`src/rtl/xbar_push_arbiter.sv`:
```
// Round-robin, packet-locked arbiter feeding the tx side of one crossbar-output FIFO.
// A grant is held from first beat to last beat, or until the stall watchdog frees it.
module xbar_push_arbiter #(
  parameter int NUM_REQ     = 4,
  parameter int DATA_WIDTH  = 32,
  parameter int STALL_LIMIT = 16,
  localparam int GW = $clog2(NUM_REQ)
) (
  input  logic                          clk,
  input  logic                          rst,
  input  logic [NUM_REQ-1:0]            req_valid,
  input  logic [NUM_REQ*DATA_WIDTH-1:0] req_data,
  input  logic [NUM_REQ-1:0]            req_last,
  output logic [NUM_REQ-1:0]            req_ready,
  output logic                          fifo_push,
  output logic [DATA_WIDTH-1:0]         fifo_data,
  input  logic                          fifo_full,
  output logic [GW-1:0]                 grant_id,
  output logic                          busy,
  output logic                          stall_release
);

  localparam int CW = (STALL_LIMIT > 1) ? $clog2(STALL_LIMIT) : 1;
  localparam logic [CW-1:0] LIMIT_M1 = CW'(STALL_LIMIT - 1);

  typedef enum logic {S_IDLE, S_BURST} state_t;

  state_t              state_q;
  logic [GW-1:0]       grant_q;
  logic [GW-1:0]       last_grant_q;
  logic [GW-1:0]       grant_d;
  logic [CW-1:0]       stall_cnt_q;
  logic                stall_rel_q;
  logic [DATA_WIDTH-1:0] data_arr [NUM_REQ];
  logic                own_valid;
  logic                own_last;

  // First set bit strictly after 'last', wrapping; the nearest candidate wins.
  function automatic logic [GW-1:0] rr_pick(input logic [NUM_REQ-1:0] v,
                                            input logic [GW-1:0]      last);
    logic [GW-1:0] pick;
    logic [GW-1:0] cand;
    pick = last;
    for (int i = NUM_REQ; i >= 1; i--) begin
      cand = GW'((int'(last) + i) % NUM_REQ);
      if (v[cand]) pick = cand;
    end
    return pick;
  endfunction

  function automatic logic [CW-1:0] sat_inc(input logic [CW-1:0] v);
    return (v == LIMIT_M1) ? v : v + CW'(1);
  endfunction

  for (genvar gi = 0; gi < NUM_REQ; gi++) begin : g_unpack
    assign data_arr[gi] = req_data[gi*DATA_WIDTH +: DATA_WIDTH];
  end

  assign own_valid     = req_valid[grant_q];
  assign own_last      = req_last[grant_q];
  assign grant_d       = rr_pick(req_valid, last_grant_q);
  assign busy          = (state_q == S_BURST);
  assign fifo_push     = busy & own_valid & ~fifo_full;
  assign fifo_data     = data_arr[grant_q];
  assign grant_id      = grant_q;
  assign stall_release = stall_rel_q;

  always_comb begin
    req_ready = '0;
    if (busy) req_ready[grant_q] = ~fifo_full;
  end

  always_ff @(posedge clk or posedge rst) begin
    if (rst) begin
      state_q      <= S_IDLE;
      grant_q      <= '0;
      last_grant_q <= GW'(NUM_REQ - 1);
      stall_cnt_q  <= '0;
      stall_rel_q  <= 1'b0;
    end else begin
      stall_rel_q <= 1'b0;
      case (state_q)
        S_IDLE: begin
          if (|req_valid) begin
            grant_q     <= grant_d;
            state_q     <= S_BURST;
            stall_cnt_q <= '0;
          end
        end
        S_BURST: begin
          // A full FIFO freezes grant and watchdog alike; backpressure is not a stall.
          if (!fifo_full) begin
            if (own_valid) begin
              stall_cnt_q <= '0;
              if (own_last) begin
                state_q      <= S_IDLE;
                last_grant_q <= grant_q;
              end
            end else if (stall_cnt_q == LIMIT_M1) begin
              state_q      <= S_IDLE;
              last_grant_q <= grant_q;
              stall_rel_q  <= 1'b1;
            end else begin
              stall_cnt_q <= sat_inc(stall_cnt_q);
            end
          end
        end
        default: state_q <= S_IDLE;
      endcase
    end
  end

endmodule

```
`config.mk`:
```
export PLATFORM = sky130hd
export DESIGN_NAME = xbar_push_arbiter
export DESIGN_NICKNAME = d
export VERILOG_FILES = /design/src/rtl/xbar_push_arbiter.sv
export SDC_FILE = /design/constraint.sdc
export NUM_CORES = 1
export LEC_CHECK = 0
export ABC_AREA = 1
export BUFFER_PORTS_ARGS = -buffer_cell sky130_fd_sc_hd__clkbuf_2
export CORE_MARGIN = 2
export CORE_UTILIZATION = 34
export DETAILED_ROUTE_END_ITERATION = 6
export PLACE_DENSITY = 0.82
export SETUP_SLACK_MARGIN = 0.02
export SLEW_MARGIN = 40
export SYNTH_ARGS = -nofsm -noshare
export SYNTH_HDL_FRONTEND = slang
export SYNTH_SLANG_ARGS = --single-unit
```
`constraint.sdc`:
```
create_clock -name clk -period 1.6 [get_ports clk]
set_clock_uncertainty 0.05 [all_clocks]
set_input_delay 0.08 -clock clk [delete_from_list [all_inputs] [get_ports clk]]
set_output_delay 0.08 -clock clk [all_outputs]
set_load 0.02 [all_outputs]
```
==> qor.yml <==
status:
  outcome: "finished with violations"
  violations: "negative setup slack"
placed_design:
  placed_cells: 498
  place_area_um2: 2510
  place_hpwl_mm: 5.90
  io_buffers: 179
  place_congestion: 0.953
die:
  core_area_um2: 4350
  dieArea_um2: 5070
  dieHeight_um: 71.2
  rows: 24
  initial_core_util: 0.353
  die_x_um: 71.2
  io_pins: 180
sta:
  max_slew_margin: 0.729
  tightest_slew_ns: 0.405
  tns_ns: -0.0325
  hold_viol_final: 0
  fin_hold_ws_ns: 0.221
  finalCritPeriodShare: 1.02
  fmax_mhz: 616
  maxSlewViolCount: 0
  final-setup-viol-count: 2
  post-route-min-period_ns: 1.62
  grt_setup_unrepaired: "true"
  setup_ws_ns: -0.0245
pwr:
  power.density_nw_per_um2: 1830
  p_comb_frac: 0.841
  leakage_nw: 1.62
  swShare: 0.544
  total_power_mw: 5.15
  pwr-share-clk: 0.063
  peakVddDrop_mv: 1.15
  internal_power_mw: 2.35
  power_frac_seq: 0.096
  switching_power_mw: 2.81
detailed_routing:
  route.detailed.wl_per_inst_um: 14.9
  dr.pass1.iters: 4
  avgViaCountPerCell: 5.27
  wl_mm: 7.56
  remaining_drc_errors: 0
  num_vias: 2679
  drt-initial-drc-count: 136
  ant_nets: 0
yosys:
  synth-edff-count: 0
  synth_most_common_cell: "nand2_1"
  synth_top_area_frac: 0.248
  syn_nets: 412
  seq_area_frac_synth: 0.164
  synth-warning-count: 0
  mappedNetlistArea_um2: 1540
  synth_cells: 272
  synth.ff_latch_count: 10
  synth.distinct_cells: 20
  yosys.area.top_type: "nand3_1"
  synth_area_per_cell_um2: 5.65
  synthArstFlopShare: 1.00
  synth_flop_cell: "dfrtp_1"
  synth_commonest_cells: "nand2_1 (84), nand3_1 (76), a22oi_1 (32), inv_1 (17), nor2_1 (11)"
  synth_area_leaders: "nand3_1 (25%), nand2_1 (21%), a22oi_1 (16%), dfrtp_1 (13%), inv_1 (4.2%)"
cells_and_area:
  drive_gt1_frac: 0.502
  fin_nets: 597
  final_area_um2: 2810
  area_growth_pct: 82.9
  fin_cells: 508
  fillers: 391
  n_antenna_cell: 0
cts:
  clock_sinks: 10
  clkLatencyLatePin_ns: 0.24
  cts_tree: "done"
  clockRootBuffer: "clkbuf_8"
  clockBufferDepth: 2
  h-tree-depth: 1
  cts-buffers-inserted: 3
  clk_pin_slew_ns: 0.05
setup_path:
  cp_slowest_cell: "dfrtp_2"
  cp.required_ns: 1.47
  crit_path_end_kind: "output port"
  rrSetupSlack_ns: 0.10
  cp_max_fo: 16
  critical_path_arrival_ns: 1.49
  startpoint: "grant_id[0]$_DFFE_PP0P_"
  setup.worst_path.class: "flop to output port"
  path_cells: "inv_4 > nor2_4 > buf_12 > a22oi_1 > nand3_1 > clkbuf_4"
  slowest_delay_ns: 0.46
  critical_path.startpoint_type: "flop"
  r2r-start: "grant_id[0]$_DFFE_PP0P_"
grt:
  antenna_found_initial: 1
  grt_max_degree: 33
  track_usage: 0.263
  grt_pass1_wl_mm: 10.9
  grt.overflow.total: 0
  first_global_vias: 2373
hold_path:
  hp-start: "req_valid[0]"
  hold_class: "input port to flop"
flow_run:
  maxCapViolations: 0
## power groups by stage
stage	Combinational [mW]	Sequential [mW]	Clock (mW)
2_1_floorplan	2.50	0.470	0
3_3_place_gp	3.65	0.472	0
3_5_place_dp	3.71	0.480	0
4_1_cts	3.83	0.483	0.331
5_1_grt	4.68	0.511	0.345
6_report	4.33	0.492	0.327
## final timing paths
check,cells after the start,end
worst max-delay path,6,fifo_data[3]
worst min-delay path,5,busy$_DFF_PP0_
worst max register to register,8,last_grant_q[0]$_DFFE_PP1P_
worst min register to register,2,stall_cnt_q[3]$_DFFE_PP0P_
max in group asynchronous,3,last_grant_q[0]$_DFFE_PP1P_
min in group asynchronous,3,grant_id[1]$_DFFE_PP0P_
## worst max-delay path: cells and delay by family, from the launching register on
family                 cells  cell delay [ns]
AOI/OAI and AO/OA          1             0.19
buffers and inverters      3             0.44
DFF                        1             0.46
and+or+nand+nor            2             0.16
## flip-flops by register name, indices dropped and copies added, names as in the netlist
signal,count
busy,1
stall_release,1
stall_cnt_q,4
last_grant_q,2
grant_id,2
## metal layers
layer,GRT usage,part of all wire,up-vias
met2,0.466,0.51,158
li1,-,-,1307
met5,0,0,-
met1,0.326,0.37,1199
met3,0.0563,0.11,15
met4,0.0608,0.018,0
## logic make-up (layout without fill, tap and decap cells)
family	count (synthesis)	after routing	share of synthesized area
simple gates	183	183	0.529
compound gates	39	39	0.179
buf+inv	38	222	0.113
flops	10	10	0.164
fa+ha+maj	1	1	0.00814
xor+xnor	1	1	0.00570
## placed cells by master (no fill, tap or decap)
cell / instances
nor2_2: 2
a22oi_2: 8
dfrtp_2: 2
nand3_2: 4
nand2_2: 4
dfrtp_1: 6
clkbuf_8: 5
inv_4: 1
inv_1: 16
buf_8: 1
clkbuf_2: 159
buf_12: 2
nor2_1: 9
nand2_1: 83
buf_4: 21
buf_2: 1
a22oi_1: 24
clkbuf_4: 3
dfstp_2: 2
o21ai_0: 5
nor2_4: 1
nor3_1: 3
nand2_4: 1
nand3_1: 72
xor2_1: 1
nor4_1: 1
nand4_1: 3
inv_2: 3
dlygate4sd3_1: 1
buf_6: 8
ha_1: 1
o21ai_1: 2
clkbuf_16: 1
## area by class of cell
class / count / area, um^2 / share of cell area
multi-input combinational: 224 / 1180 / 0.421
sequential: 10 / 255 / 0.0908
clock buffer: 4 / 55.1 / 0.0196
tap: 52 / 65.1 / 0.0232
timing repair buffer: 198 / 1170 / 0.418
inverter: 20 / 77.6 / 0.0276
## through the flow
| step | worst slack, ns | util |
|---|---|---|
| 6_report | -0.0245 | 0.645 |
| 5_1_grt | -0.0738 | 0.645 |
| 4_1_cts | -0.0110 | 0.602 |
| 3_5_place_dp | 0.0747 | 0.577 |
| 3_3_place_gp | 0.116 | 0.577 |
| 2_1_floorplan | 0.101 | - |
## timing repair
action / CTS / global route
cloned: 0 / 2
setup buffers: 1 / 2
setup endpoints to repair: 32 / 39
gates resized for setup: 12 / 57
pin swaps: 1 / 5
hold buffers: 1 / 0
hold endpoints to repair: 8 / 0
Power figures use the tool's default switching activity.
